--- src/rtl/falling_object_tracker_if.sv ---
// Spawn/paddle inputs and renderer/HUD outputs of the falling object tracker.
// The master side is the game logic driving spawns; the slave side is the tracker.
interface falling_object_tracker_if;
  logic [10:0] object_position;
  logic [10:0] player_x;
  logic        pause;
  logic [3:0]  obj_valid;
  logic [43:0] obj_x;
  logic [39:0] obj_y;
  logic [15:0] score;
  logic [3:0]  lives;
  logic        game_over;
  logic        catch_pulse;
  logic        miss_pulse;
  logic [7:0]  dropped_count;

  modport master (
    output object_position, player_x, pause,
    input  obj_valid, obj_x, obj_y, score, lives, game_over,
           catch_pulse, miss_pulse, dropped_count
  );
  modport slave (
    input  object_position, player_x, pause,
    output obj_valid, obj_x, obj_y, score, lives, game_over,
           catch_pulse, miss_pulse, dropped_count
  );
endinterface

--- src/rtl/falling_object_tracker.sv ---
// Four-slot falling object pool: latches spawns, moves objects on a divided
// tick and scores each one against the paddle when it reaches the catch line.
module falling_object_slot #(
  parameter int OBJ_WIDTH    = 32,
  parameter int PLAYER_WIDTH = 64,
  parameter int Y_START      = 0,
  parameter int CATCH_Y      = 440,
  parameter int STEP_PX      = 2
) (
  input  logic        clk,
  input  logic        rst,
  input  logic        clear,
  input  logic        spawn,
  input  logic        tick,
  input  logic [10:0] spawn_x,
  input  logic [10:0] player_x,
  output logic        valid,
  output logic [10:0] x,
  output logic [9:0]  y,
  output logic        caught,
  output logic        missed
);
  logic        valid_q, valid_d;
  logic [10:0] x_q, x_d;
  logic [9:0]  y_q, y_d;
  logic [10:0] y_new;
  logic        land, overlap;

  always_comb begin
    y_new   = {1'b0, y_q} + 11'(STEP_PX);
    overlap = (({1'b0, x_q} + 12'(OBJ_WIDTH)) > {1'b0, player_x}) &&
              ({1'b0, x_q} < ({1'b0, player_x} + 12'(PLAYER_WIDTH)));
    land    = tick && valid_q && (y_new >= 11'(CATCH_Y));
    valid_d = valid_q;
    x_d     = x_q;
    y_d     = y_q;
    if (tick && valid_q) begin
      if (land) valid_d = 1'b0;
      else      y_d     = y_new[9:0];
    end
    // Spawn only targets a slot that was free before this cycle's tick.
    if (spawn) begin
      valid_d = 1'b1;
      x_d     = spawn_x;
      y_d     = 10'(Y_START);
    end
    if (clear) valid_d = 1'b0;
  end

  always_ff @(posedge clk) begin
    if (rst) begin
      valid_q <= 1'b0;
      x_q     <= '0;
      y_q     <= '0;
    end else begin
      valid_q <= valid_d;
      x_q     <= x_d;
      y_q     <= y_d;
    end
  end

  assign valid  = valid_q;
  assign x      = x_q;
  assign y      = y_q;
  assign caught = land && overlap;
  assign missed = land && !overlap;
endmodule

module falling_object_tracker #(
  parameter int UNDEFINED_POSITION = 1000,
  parameter int X_MAX              = 600,
  parameter int OBJ_WIDTH          = 32,
  parameter int PLAYER_WIDTH       = 64,
  parameter int Y_START            = 0,
  parameter int CATCH_Y            = 440,
  parameter int STEP_DIV           = 500000,
  parameter int STEP_PX            = 2,
  parameter int INIT_LIVES         = 3
) (
  input logic clk,
  input logic rst,
  falling_object_tracker_if.slave bus
);
  localparam int NUM_LANES = 4;
  localparam int DIV_W     = (STEP_DIV > 1) ? $clog2(STEP_DIV) : 1;

  typedef enum logic {PLAY, GAME_OVER} state_t;

  state_t                         state_q, state_d;
  logic [10:0]                    prev_q;
  logic [DIV_W-1:0]               div_q, div_d;
  logic [15:0]                    score_q, score_d;
  logic [3:0]                     lives_q, lives_d;
  logic [7:0]                     drop_q, drop_d;
  logic                           catch_pulse_q, catch_pulse_d;
  logic                           miss_pulse_q, miss_pulse_d;

  logic [NUM_LANES-1:0]           valid, caught, missed, free, grant, spawn_vec;
  logic [NUM_LANES-1:0][10:0]     xs;
  logic [NUM_LANES-1:0][9:0]      ys;
  logic                           active, tick, spawn_ev, spawn_ok, go_over;
  logic [10:0]                    spawn_x;
  logic [2:0]                     n_catch, n_miss;
  logic [16:0]                    score_sum;

  always_comb begin
    active    = (state_q == PLAY) && !bus.pause;
    tick      = active && (div_q == DIV_W'(STEP_DIV - 1));
    div_d     = !active ? div_q : (tick ? '0 : div_q + DIV_W'(1));
    spawn_ev  = (bus.object_position != 11'(UNDEFINED_POSITION)) &&
                (bus.object_position != prev_q);
    spawn_ok  = spawn_ev && active;
    spawn_x   = (bus.object_position > 11'(X_MAX)) ? 11'(X_MAX) : bus.object_position;
    // Lowest-index free slot, judged on occupancy before this cycle's tick.
    free      = ~valid;
    grant     = free & (~free + 4'd1);
    spawn_vec = spawn_ok ? grant : '0;

    n_catch = '0;
    n_miss  = '0;
    for (int i = 0; i < NUM_LANES; i++) begin
      n_catch = n_catch + {2'b0, caught[i]};
      n_miss  = n_miss  + {2'b0, missed[i]};
    end

    score_sum = {1'b0, score_q} + 17'(n_catch);
    score_d   = score_sum[16] ? 16'hFFFF : score_sum[15:0];
    lives_d   = (lives_q > {1'b0, n_miss}) ? lives_q - {1'b0, n_miss} : 4'd0;
    drop_d    = drop_q;
    if (spawn_ok && (free == '0) && (drop_q != 8'hFF)) drop_d = drop_q + 8'd1;

    go_over       = (state_q == PLAY) && (lives_d == 4'd0);
    state_d       = go_over ? GAME_OVER : state_q;
    catch_pulse_d = |caught;
    miss_pulse_d  = |missed;
  end

  always_ff @(posedge clk) begin
    if (rst) begin
      state_q       <= PLAY;
      prev_q        <= 11'(UNDEFINED_POSITION);
      div_q         <= '0;
      score_q       <= '0;
      lives_q       <= 4'(INIT_LIVES);
      drop_q        <= '0;
      catch_pulse_q <= 1'b0;
      miss_pulse_q  <= 1'b0;
    end else begin
      state_q       <= state_d;
      prev_q        <= bus.object_position;
      div_q         <= div_d;
      score_q       <= score_d;
      lives_q       <= lives_d;
      drop_q        <= drop_d;
      catch_pulse_q <= catch_pulse_d;
      miss_pulse_q  <= miss_pulse_d;
    end
  end

  for (genvar g = 0; g < NUM_LANES; g++) begin : g_slot
    falling_object_slot #(
      .OBJ_WIDTH   (OBJ_WIDTH),
      .PLAYER_WIDTH(PLAYER_WIDTH),
      .Y_START     (Y_START),
      .CATCH_Y     (CATCH_Y),
      .STEP_PX     (STEP_PX)
    ) u_slot (
      .clk     (clk),
      .rst     (rst),
      .clear   (go_over),
      .spawn   (spawn_vec[g]),
      .tick    (tick),
      .spawn_x (spawn_x),
      .player_x(bus.player_x),
      .valid   (valid[g]),
      .x       (xs[g]),
      .y       (ys[g]),
      .caught  (caught[g]),
      .missed  (missed[g])
    );
  end

  assign bus.obj_valid     = valid;
  assign bus.obj_x         = xs;
  assign bus.obj_y         = ys;
  assign bus.score         = score_q;
  assign bus.lives         = lives_q;
  assign bus.game_over     = (state_q == GAME_OVER);
  assign bus.catch_pulse   = catch_pulse_q;
  assign bus.miss_pulse    = miss_pulse_q;
  assign bus.dropped_count = drop_q;
endmodule

--- src/flat_wrapper.sv ---
// flat-port wrapper written by rule: the top's interface ports become plain ports
module falling_object_tracker_flat 
#(
  parameter int UNDEFINED_POSITION = 1000,
  parameter int X_MAX              = 600,
  parameter int OBJ_WIDTH          = 32,
  parameter int PLAYER_WIDTH       = 64,
  parameter int Y_START            = 0,
  parameter int CATCH_Y            = 440,
  parameter int STEP_DIV           = 500000,
  parameter int STEP_PX            = 2,
  parameter int INIT_LIVES         = 3
)
  (clk, rst, bus_object_position, bus_player_x, bus_pause, bus_obj_valid, bus_obj_x, bus_obj_y, bus_score, bus_lives, bus_game_over, bus_catch_pulse, bus_miss_pulse, bus_dropped_count);
  falling_object_tracker_if bus_i ();
  input logic clk;
  input logic rst;
  input wire logic [$bits(bus_i.object_position)-1:0] bus_object_position;
  input wire logic [$bits(bus_i.player_x)-1:0] bus_player_x;
  input wire logic [$bits(bus_i.pause)-1:0] bus_pause;
  output wire logic [$bits(bus_i.obj_valid)-1:0] bus_obj_valid;
  output wire logic [$bits(bus_i.obj_x)-1:0] bus_obj_x;
  output wire logic [$bits(bus_i.obj_y)-1:0] bus_obj_y;
  output wire logic [$bits(bus_i.score)-1:0] bus_score;
  output wire logic [$bits(bus_i.lives)-1:0] bus_lives;
  output wire logic [$bits(bus_i.game_over)-1:0] bus_game_over;
  output wire logic [$bits(bus_i.catch_pulse)-1:0] bus_catch_pulse;
  output wire logic [$bits(bus_i.miss_pulse)-1:0] bus_miss_pulse;
  output wire logic [$bits(bus_i.dropped_count)-1:0] bus_dropped_count;
  assign bus_i.object_position = bus_object_position;
  assign bus_i.player_x = bus_player_x;
  assign bus_i.pause = bus_pause;
  assign bus_obj_valid = bus_i.obj_valid;
  assign bus_obj_x = bus_i.obj_x;
  assign bus_obj_y = bus_i.obj_y;
  assign bus_score = bus_i.score;
  assign bus_lives = bus_i.lives;
  assign bus_game_over = bus_i.game_over;
  assign bus_catch_pulse = bus_i.catch_pulse;
  assign bus_miss_pulse = bus_i.miss_pulse;
  assign bus_dropped_count = bus_i.dropped_count;
  falling_object_tracker #(.UNDEFINED_POSITION(UNDEFINED_POSITION), .X_MAX(X_MAX), .OBJ_WIDTH(OBJ_WIDTH), .PLAYER_WIDTH(PLAYER_WIDTH), .Y_START(Y_START), .CATCH_Y(CATCH_Y), .STEP_DIV(STEP_DIV), .STEP_PX(STEP_PX), .INIT_LIVES(INIT_LIVES)) u_core (.clk(clk), .rst(rst), .bus(bus_i));
endmodule
--- config.mk ---
export PLATFORM = sky130hd
export DESIGN_NAME = falling_object_tracker_flat
export DESIGN_NICKNAME = d
export VERILOG_FILES = /design/src/rtl/falling_object_tracker_if.sv /design/src/rtl/falling_object_tracker.sv /design/src/flat_wrapper.sv
export SDC_FILE = /design/constraint.sdc
export NUM_CORES = 1
export LEC_CHECK = 0
export CAP_MARGIN = 0
export CORE_ASPECT_RATIO = 0.75
export CORE_MARGIN = 2
export CORE_UTILIZATION = 55
export CTS_CLUSTER_DIAMETER = 40
export DETAILED_ROUTE_END_ITERATION = 6
export PLACE_DENSITY_LB_ADDON = 0.2
export SYNTH_ARGS = -nofsm -noshare
export SYNTH_HDL_FRONTEND = slang
export SYNTH_HIERARCHICAL = 1
export SYNTH_SLANG_ARGS = --single-unit
--- constraint.sdc ---
create_clock -name clk -period 6 [get_ports clk]
set_input_delay 1.2 -clock clk [delete_from_list [all_inputs] [get_ports clk]]
set_output_delay 1.2 -clock clk [all_outputs]
set_load 0.05 [all_outputs]
==> metrics.md, run 1 <==
| Metric | Value |
|---|---|
| Power per cell area | `194.5 nW/um2` |
| Clock power frac | `45.1%` |
| Final setup viols | `0` |
| Unrepaired setup endpoints after global routing | `no` |
| Drt via density | `5.782` |
| Internal portion of total power | `1.693 mW` |
| Peak fanout along the critical path | `16` |
| Starting DRC count in detailed routing | `683` |
| Syn Inst Count | `1143` |
| Detail Placement HPWL | `18.07 mm` |
| Post-DRT Antenna Nets | `0` |
| Number of placed I/O pins | `144` |
| Status | `completed` |
| Synthesized flop and latch total | `145` |
| Origin of the worst min-delay path | `u_core/div_q[1]$_SDFFE_PP0P_` |
| CP max-delay cell | `sky130_fd_sc_hd__clkdlybuf4s50_1` |
| Max transition margin | `55.34%` |
| Critical path startpoint category | `input pin` |
| Count of cells along the worst register-to-register path | `22` |
| Clock root cell | `sky130_fd_sc_hd__clkbuf_16` |
| Final period utilization | `95.37%` |
| Destination of the worst register-to-register timing path | `u_core/g_slot[0].u_slot/valid$_SDFFE_PP0P_` |
| Overall fraction of global-route tracks in use | `27.12%` |
| Number of rows created at floorplan | `41` |
| Worst Max-Slew Pin Slew | `0.6699 ns` |
| Area of combinational cells with multiple inputs | `6092 um2` |
| Share of async-settable or async-resettable flops after synthesis | `0%` |
| Required time of the worst setup path | `6.31 ns` |
| Later-pin clock latency in the skew report | `0.43 ns` |
| Filler instances | `1343` |
| Final Hold Vio Count | `0` |
| Detailed-router iteration count before antenna repair | `5` |
| Warnings, synthesis | `6` |
| Fin crit period | `5.722 ns` |
| Level count of the clock H-tree | `4` |
| Combinational fraction of design power | `11.9%` |
| Global-route wire length before repair | `40.57 mm` |
| Combined buffer and inverter count along the critical path | `4` |
| Maximum buffer depth of the clock tree | `2` |
| Critical register-to-register path startpoint | `u_core/g_slot[1].u_slot/x[5]$_SDFFE_PP0P_` |
| Placed cells | `1491` |
| Die area | `18330 um2` |
| Max stage delay on crit path | `0.51 ns` |
| Netlist area before placement | `9489 um2` |
| Largest net degree at the start of global routing | `62` |
| Synth Flop Type | `sky130_fd_sc_hd__dfxtp_1` |
| Number of buffers created by CTS | `17` |
| Die extent in y | `117.8 um` |
| Cell repeated most along the worst path | `sky130_fd_sc_hd__ha_1` |
| Maximum operating frequency | `0.1748 GHz` |
| Number of synthesized flops with an enable pin | `0` |
| Startpoint-to-endpoint class of the critical path | `in -> reg` |
| Total detailed-routing wirelength | `24.88 mm` |
| Global placement routability congestion | `0.9739` |
| Hold Buf Count CTS | `0` |
| Min-delay worst type | `reg -> reg` |
| CTS clock-pin slew for the worst setup and hold paths | `0.06 ns` |
| Initial antenna violation count | `0` |
| Max-slew violation count | `0` |
| Portion of the post-synthesis area used by sequential elements | `30.59%` |
| Sink of the worst hold path | `u_core/div_q[1]$_SDFFE_PP0P_` |
| Routed length per instance | `16.36 um` |
| Total number of vias | `8794` |
| Area grow syn2layout | `24.84%` |
| Final std cells w/o fill | `1521` |
| Overflow left after global routing | `0` |
| Switching portion of total power | `26.52%` |
| Peak supply drop | `165.6 uV` |
| Clock tree from TritonCTS | `done` |
| Area of the core | `16880 um2` |
| Worst hold path depth | `2` |
| Mapped Avg Cell Area | `8.302 um2` |
| Max_cap viols | `0` |
| Vias in the first global route | `8203` |
| Fin Setup TNS | `0 ns` |
| Initial Util | `56.22%` |
| Worst clock skew on the final layout | `0.01062 ns` |
| Count of distinct cell types in the synthesized netlist | `61` |
| Area used by sequential logic in the layout | `2903 um2` |
| Number of nets in the layout | `1414` |
| Worst path arrival time | `6.03 ns` |
| Port buffer count | `139` |
| Die X | `155.7 um` |
| CP delay by family, top | `adder cells` |
| Leakage dissipation | `4.790 nW` |
| Worst R2R Setup Slack | `0.81 ns` |
| Fraction of final layout cells with drive strength greater than 1 | `8.193%` |
| Type of element capturing the critical path | `flip-flop` |
| Ant diodes | `0` |
| Net Sw Power | `0.6112 mW` |
| DRC violation count after routing | `0` |
| Share of power burned in registers | `43.1%` |
| Clock sink count | `145` |
| Critical Path, Cell by Cell | `clkdlybuf4s50_1, buf_12, inv_1, ha_1, nand4_1, or2_2, o32ai_1, a21oi_1, o311ai_0, and3b_2, fa_1, ha_1, ha_1, inv_1, fa_1, and2_1, a211oi_1, o21ai_1, nor2_2, nor2_1, o21ai_0, a31oi_1` |
-- power by group through the flow --
| stage | Sequential (mW) | Combinational [mW] | Clock (mW) |
|---|---|---|---|
| final | 0.993 | 0.274 | 1.04 |
| after CTS | 0.993 | 0.269 | 1.05 |
| after floorplan | 1.04 | 0.142 | 0 |
| after global placement | 1.01 | 0.263 | 0 |
| after detailed placement | 1.01 | 0.267 | 0 |
| after global routing | 0.994 | 0.297 | 1.09 |
-- cell type report --
cell class	instances	area share, %
Clock inverter	13	1.172
Inverter	85	2.693
Timing Repair Buffer	175	14.34
Sequential cell	145	24.50
Multi-Input combinational cell	871	51.43
Tap cell	215	2.271
Clock buffer	17	3.591
-- cells in the final DEF, fill, tap and decap left out, types with 5 or more instances in the layout --
cell and n:
sky130_fd_sc_hd__conb_1 8, sky130_fd_sc_hd__nand3_1 68, sky130_fd_sc_hd__a41oi_1 5, sky130_fd_sc_hd__a211oi_1 5, sky130_fd_sc_hd__xor2_1 29, sky130_fd_sc_hd__nand2_1 74, sky130_fd_sc_hd__o211a_1 6, sky130_fd_sc_hd__fa_1 5
sky130_fd_sc_hd__mux2i_1 49, sky130_fd_sc_hd__nand4_1 19, sky130_fd_sc_hd__buf_4 34, sky130_fd_sc_hd__nand2b_1 8, sky130_fd_sc_hd__inv_1 85, sky130_fd_sc_hd__or4_1 10, sky130_fd_sc_hd__o21bai_1 5, sky130_fd_sc_hd__xnor2_1 42
sky130_fd_sc_hd__a21o_1 14, sky130_fd_sc_hd__clkbuf_16 17, sky130_fd_sc_hd__and2_1 9, sky130_fd_sc_hd__nor2_1 100, sky130_fd_sc_hd__or2_1 5, sky130_fd_sc_hd__o31ai_1 6, sky130_fd_sc_hd__dfxtp_1 145, sky130_fd_sc_hd__o211ai_1 8
sky130_fd_sc_hd__a21oi_1 79, sky130_fd_sc_hd__and3_1 21, sky130_fd_sc_hd__clkinvlp_4 5, sky130_fd_sc_hd__nor2b_1 16, sky130_fd_sc_hd__and3b_1 7, sky130_fd_sc_hd__nand3b_1 5, sky130_fd_sc_hd__ha_1 89, sky130_fd_sc_hd__or3_1 19
sky130_fd_sc_hd__clkdlybuf4s50_1 137, sky130_fd_sc_hd__a31oi_1 13, sky130_fd_sc_hd__nor3_1 17, sky130_fd_sc_hd__o21ai_0 43, sky130_fd_sc_hd__or2_2 19, sky130_fd_sc_hd__o311ai_0 7
-- worst max path at each step --
stage / startpoint / endpoint / slack (ns) / cells after the start
2_1_floorplan: bus_pause / u_core/g_slot[0].u_slot/valid$_SDFFE_PP0P_ / 0.78 / 17
3_3_place_gp: bus_player_x[5] / u_core/g_slot[2].u_slot/valid$_SDFFE_PP0P_ / -0.11 / 21
3_5_place_dp: bus_player_x[5] / u_core/g_slot[0].u_slot/valid$_SDFFE_PP0P_ / -0.22 / 22
4_1_cts: bus_player_x[5] / u_core/g_slot[0].u_slot/valid$_SDFFE_PP0P_ / 0.18 / 22
5_1_grt: bus_player_x[6] / u_core/g_slot[0].u_slot/valid$_SDFFE_PP0P_ / 0.01 / 22
6_report: bus_player_x[6] / u_core/g_slot[0].u_slot/valid$_SDFFE_PP0P_ / 0.28 / 22
-- tightest hold or removal path: stages, from the launching register on --
cell and delay, ns:
sky130_fd_sc_hd__dfxtp_1 0.34, sky130_fd_sc_hd__nand2_1 0.06, sky130_fd_sc_hd__a21oi_1 0.05
-- state kept, by name, indices dropped and copies added, names as in the netlist --
signal                      cells
u_core/g_slot.u_slot/x         44
u_core/g_slot.u_slot/y         36
u_core/div_q                   19
u_core/bus.score               16
u_core/prev_q                  11
u_core/bus.dropped_count        8
u_core/bus.lives                4
u_core/g_slot.u_slot/valid      4
u_core/bus.catch_pulse          1
u_core/bus.game_over            1
u_core/bus.miss_pulse           1
-- metal layers --
metal	GRT usage (%)	share of wire (%)	routed length, um
met1	38.97	48	12060
met2	40.96	43	10750
met3	6.296	6.9	1722
met4	6.823	1.4	337
met5	0	0	0
-- stage by stage --
stage / hold WS (ns) / total power, mW / area (um2) / setup slack [ns] / util [%]
floorplan: 0.4620 / 1.181 / 9500 / 0.7842 / -
global placement: 0.4761 / 1.276 / 11280 / -0.1121 / 66.81
detailed placement: 0.4859 / 1.281 / 11280 / -0.2223 / 66.81
CTS: 0.5033 / 2.311 / 11840 / 0.1795 / 70.15
global route: 0.5378 / 2.380 / 11850 / 0.01295 / 70.19
finish: 0.5041 / 2.304 / 11850 / 0.2776 / 70.19
-- synth_stat cells, drive strengths merged (6+ instances only) --
cell type | n | share of area [%]
clkbuf | 20 | 0.79
and2 | 9 | 0.59
dfxtp | 145 | 31
nor2 | 101 | 4.0
nor2b | 16 | 1.1
ha | 89 | 12
a21o | 14 | 1.1
a31oi | 14 | 0.99
xnor2 | 42 | 3.9
nor3 | 20 | 1.2
nand2b | 8 | 0.53
or2 | 24 | 1.6
o211a | 6 | 0.63
nand3 | 68 | 3.6
buf | 25 | 1.4
xor2 | 29 | 2.7
o31ai | 6 | 0.47
o21ai | 44 | 2.3
nand2 | 75 | 3.0
o311ai | 8 | 0.74
a21oi | 79 | 4.2
nand4 | 19 | 1.3
inv | 85 | 3.4
and3 | 21 | 1.4
or3 | 19 | 1.3
mux2i | 49 | 5.2
and3b | 8 | 0.74
o211ai | 8 | 0.63
nand4b | 8 | 1.0
or4 | 10 | 0.79
-- logic make-up after synthesis --
kind of cell / synth area share, %
flops: 30.59
xor+xnor: 6.553
simple gates: 24.25
mux: 5.643
other cells: 0.1978
compound gates: 14.44
buf+inv: 5.538
fa+ha+maj: 12.79
-- what timing repair did --
action	in CTS	in global routing
buffers inserted	0	0
gates resized for setup	0	5
endpoints found under the setup margin	0	4
(Power assumes the default switching activity.)
==> inputs of run 2 (changes only) <==
==> constraint.sdc (replaced) <==
create_clock -name clk -period 6 [get_ports clk]
set_input_delay 0.6 -clock clk [delete_from_list [all_inputs] [get_ports clk]]
set_output_delay 0.6 -clock clk [all_outputs]
set_load 0.05 [all_outputs]
==> run 2 against run 1 <==
Clock-buffer cell count rose by 1. Cell count fell by 1.6%. Routed wire length fell by 0.74%. Clock power rose by 5%. Fmax rose by 7.2%. Sequential share of layout area rose by 0.41 points. Via count fell by 1.1%. First-iteration DRC count fell by 1.6%. Total power rose by 1.9%. Highest routed layer is now met5. Non-clock buffer count fell by 25.
==> metrics.md, run 2 (synthesis results as in run 1) <==
| Metric | Value |
|---|---|
| Status | `completed` |
| Final setup viols | `0 (unchanged)` |
| Commonest cells after routing, fill and taps aside | `145 x sky130_fd_sc_hd__dfxtp_1, 138 x sky130_fd_sc_hd__clkdlybuf4s50_1, 101 x sky130_fd_sc_hd__nor2_1` |
| Finished Cell Area | `11650 um2 (-1.6%)` |
| Count of cells along the worst register-to-register path | `21 (-4.5%)` |
| CTS clock-pin slew for the worst setup and hold paths | `0.06 ns (about the same)` |
| Clock tree from TritonCTS | `done` |
| Initial antenna violation count | `1 (+1)` |
| Total detailed-routing wirelength | `24.69 mm (-0.74%)` |
| Max-slew violation count | `0 (unchanged)` |
| Overflow left after global routing | `0 (unchanged)` |
| Global-route wire length before repair | `39.97 mm (-1.5%)` |
| Final Hold Vio Count | `0 (unchanged)` |
| Die extent in y | `117.8 um (unchanged)` |
| Critical path startpoint category | `input pin` |
| Net Sw Power | `0.6096 mW (-0.26%)` |
| Worst clock skew on the final layout | `0.007369 ns (-0.003250 ns)` |
| Leakage dissipation | `4.675 nW (-2.4%)` |
| Die area | `18330 um2 (unchanged)` |
| Critical Path, Cell by Cell | `clkdlybuf4s50_1, buf_4, inv_1, ha_1, a21o_1, a21oi_1, nor2_1, o311ai_0, and3b_1, fa_1, ha_1, ha_1, inv_1, ha_1, nor2b_1, o211a_1, a211oi_1, o21ai_0, nor2_1, nor2_1, o21ai_0, a31oi_1` |
| Routed length per instance | `16.49 um (+0.86%)` |
| Overall power after layout | `2.349 mW (+1.9%)` |
| Drt via density | `5.808 (+0.45%)` |
| Max_cap viols | `0 (unchanged)` |
| Initial Util | `56.22% (unchanged)` |
| Maximum buffer depth of the clock tree | `2 (unchanged)` |
| Worst hold path depth | `2 (unchanged)` |
| CP max-delay cell | `sky130_fd_sc_hd__o311ai_0` |
| Max transition margin | `34.13% (-21 points)` |
| Switching portion of total power | `25.95% (-0.58 points)` |
| Later-pin clock latency in the skew report | `0.43 ns (about the same)` |
| Ant diodes | `0 (unchanged)` |
| Overall fraction of global-route tracks in use | `26.95% (-0.17 points)` |
| Number of rows created at floorplan | `41 (unchanged)` |
| Type of element capturing the critical path | `flip-flop` |
| Unrepaired setup endpoints after global routing | `no` |
| Clock root cell | `sky130_fd_sc_hd__clkbuf_16` |
| Worst path arrival time | `5.64 ns (-0.39 ns)` |
| Level count of the clock H-tree | `4 (unchanged)` |
| Clock sink count | `145 (unchanged)` |
| Number of placed I/O pins | `144 (unchanged)` |
| Starting DRC count in detailed routing | `672 (-1.6%)` |
| Combinational fraction of design power | `11.2% (-0.7 points)` |
| Peak fanout along the critical path | `14 (-2)` |
| Share of power burned in registers | `42.3% (-0.8 points)` |
| Fin Setup TNS | `0 ns (unchanged)` |
| Required time of the worst setup path | `6.31 ns (about the same)` |
| DRC violation count after routing | `0 (unchanged)` |
| Maximum operating frequency | `0.1873 GHz (+7.2%)` |
| Port buffer count | `139 (unchanged)` |
| Number of nets in the layout | `1389 (-1.8%)` |
| Max stage delay on crit path | `0.67 ns (+0.16 ns)` |
| Global placement routability congestion | `0.9300 (-4.5%)` |
| Worst Max-Slew Pin Slew | `0.9806 ns (+0.3107 ns)` |
| Number of flip-flops under the largest register name | `44 (unchanged)` |
| Total number of vias | `8694 (-1.1%)` |
| Final period utilization | `88.97% (-6.4 points)` |
| Post-DRT Antenna Nets | `0 (unchanged)` |
| Internal portion of total power | `1.740 mW (+2.7%)` |
| Setup Fix Bufs, Post-CTS | `0 (unchanged)` |
| Post-Route Hold Slack | `0.5119 ns (+0.007804 ns)` |
| Clock power frac | `46.5% (+1.4 points)` |
| Peak supply drop | `185.6 uV (+12%)` |
| Post-route core utilization | `69.03% (-1.2 points)` |
| Fraction of final layout cells with drive strength greater than 1 | `6.318% (-1.9 points)` |
| Min-delay worst type | `reg -> reg` |
| Filler instances | `1387 (+3.3%)` |
| Detailed-router iteration count before antenna repair | `5 (unchanged)` |
| Die X | `155.7 um (unchanged)` |
| Most common library cell in the layout ignoring fill and taps | `sky130_fd_sc_hd__dfxtp_1` |
| Largest net degree at the start of global routing | `56 (-9.7%)` |
| Cell repeated most along the worst path | `sky130_fd_sc_hd__ha_1` |
| Fin crit period | `5.338 ns (-0.3844 ns)` |
| Startpoint-to-endpoint class of the critical path | `in -> reg` |
| Power per cell area | `201.6 nW/um2 (+3.7%)` |
| Area grow syn2layout | `22.79%` |
| Detail Placement HPWL | `18.02 mm (-0.27%)` |
| Area of the core | `16880 um2 (unchanged)` |
| Cell area reported after detailed placement | `11050 um2 (-2.0%)` |
| Vias in the first global route | `7762 (-5.4%)` |
| Post-cts gate resize count | `0 (unchanged)` |
| Number of buffers created by CTS | `17 (unchanged)` |
| Hold Buf Count CTS | `0 (unchanged)` |
[run 2: cell types whose count changed in the layout (fill, tap and decap cells not counted), sizes merged]
cell	before	now
clkbuf	17	18
dlymetal6s2s	1	0
clkinvlp	5	4
clkdlybuf4s50	137	138
bufinv	2	3
buf	37	12
[run 2: critical path, delay by kind of cell]
kind,cells,cell delay (ns)
and+or+nand+nor,5,0.85
buffers and inverters,4,0.95
adders and majority gates,5,1.48
AOI/OAI and AO/OA,8,1.75
[run 2: worst paths after layout]
path | start | to | slack, ns
worst max-delay path | bus_player_x[6] | u_core/g_slot[2].u_slot/valid$_SDFFE_PP0P_ | 0.66
worst min-delay path | u_core/bus.dropped_count[1]$_SDFFE_PP0P_ | u_core/bus.dropped_count[1]$_SDFFE_PP0P_ | 0.51
worst max register to register | u_core/g_slot[3].u_slot/x[5]$_SDFFE_PP0P_ | u_core/g_slot[2].u_slot/valid$_SDFFE_PP0P_ | 0.77
worst min register to register | u_core/bus.dropped_count[1]$_SDFFE_PP0P_ | u_core/bus.dropped_count[1]$_SDFFE_PP0P_ | 0.51
[run 2: layer usage]
metal  routed length, um  up-vias  part of all wire, %  GRT usage [%]
li1                    -     4302                    -              -
met1               12170     4059                   49          39.14
met2               10310      287                   42          38.94
met3                1749       44                  7.1          7.511
met4                 459        2                  1.9          7.511
met5                  13        -                0.053              0
[run 2: final cells by class]
type | count | area [um2] | share of cell area (%)
timing repair buffer | 150 | 1471 | 12.63
multi-input combinational | 871 | 6088 | 52.26
sequential | 145 | 2903 | 24.91
clock inverter | 13 | 161.4 | 1.385
tap | 215 | 269.0 | 2.309
clock buffer | 18 | 439.2 | 3.769
inverter | 85 | 319.1 | 2.738
[run 2: power by group through the flow]
stage                     Combinational [mW]  Clock, mW  Sequential, mW
after global routing                   0.286       1.15           0.995
final                                  0.263       1.09           0.993
after detailed placement               0.258          0            1.01
after floorplan                        0.142          0            1.04
after CTS                              0.260       1.11           0.993
after global placement                 0.253          0            1.01
[run 2: per-stage QoR]
step	std cells	worst slack, ns
after floorplan	1146	1.048
after global placement	1466	0.3732
after detailed placement	1466	0.3147
after CTS	1497	0.7577
after global routing	1497	0.3184
final	1497	0.6620
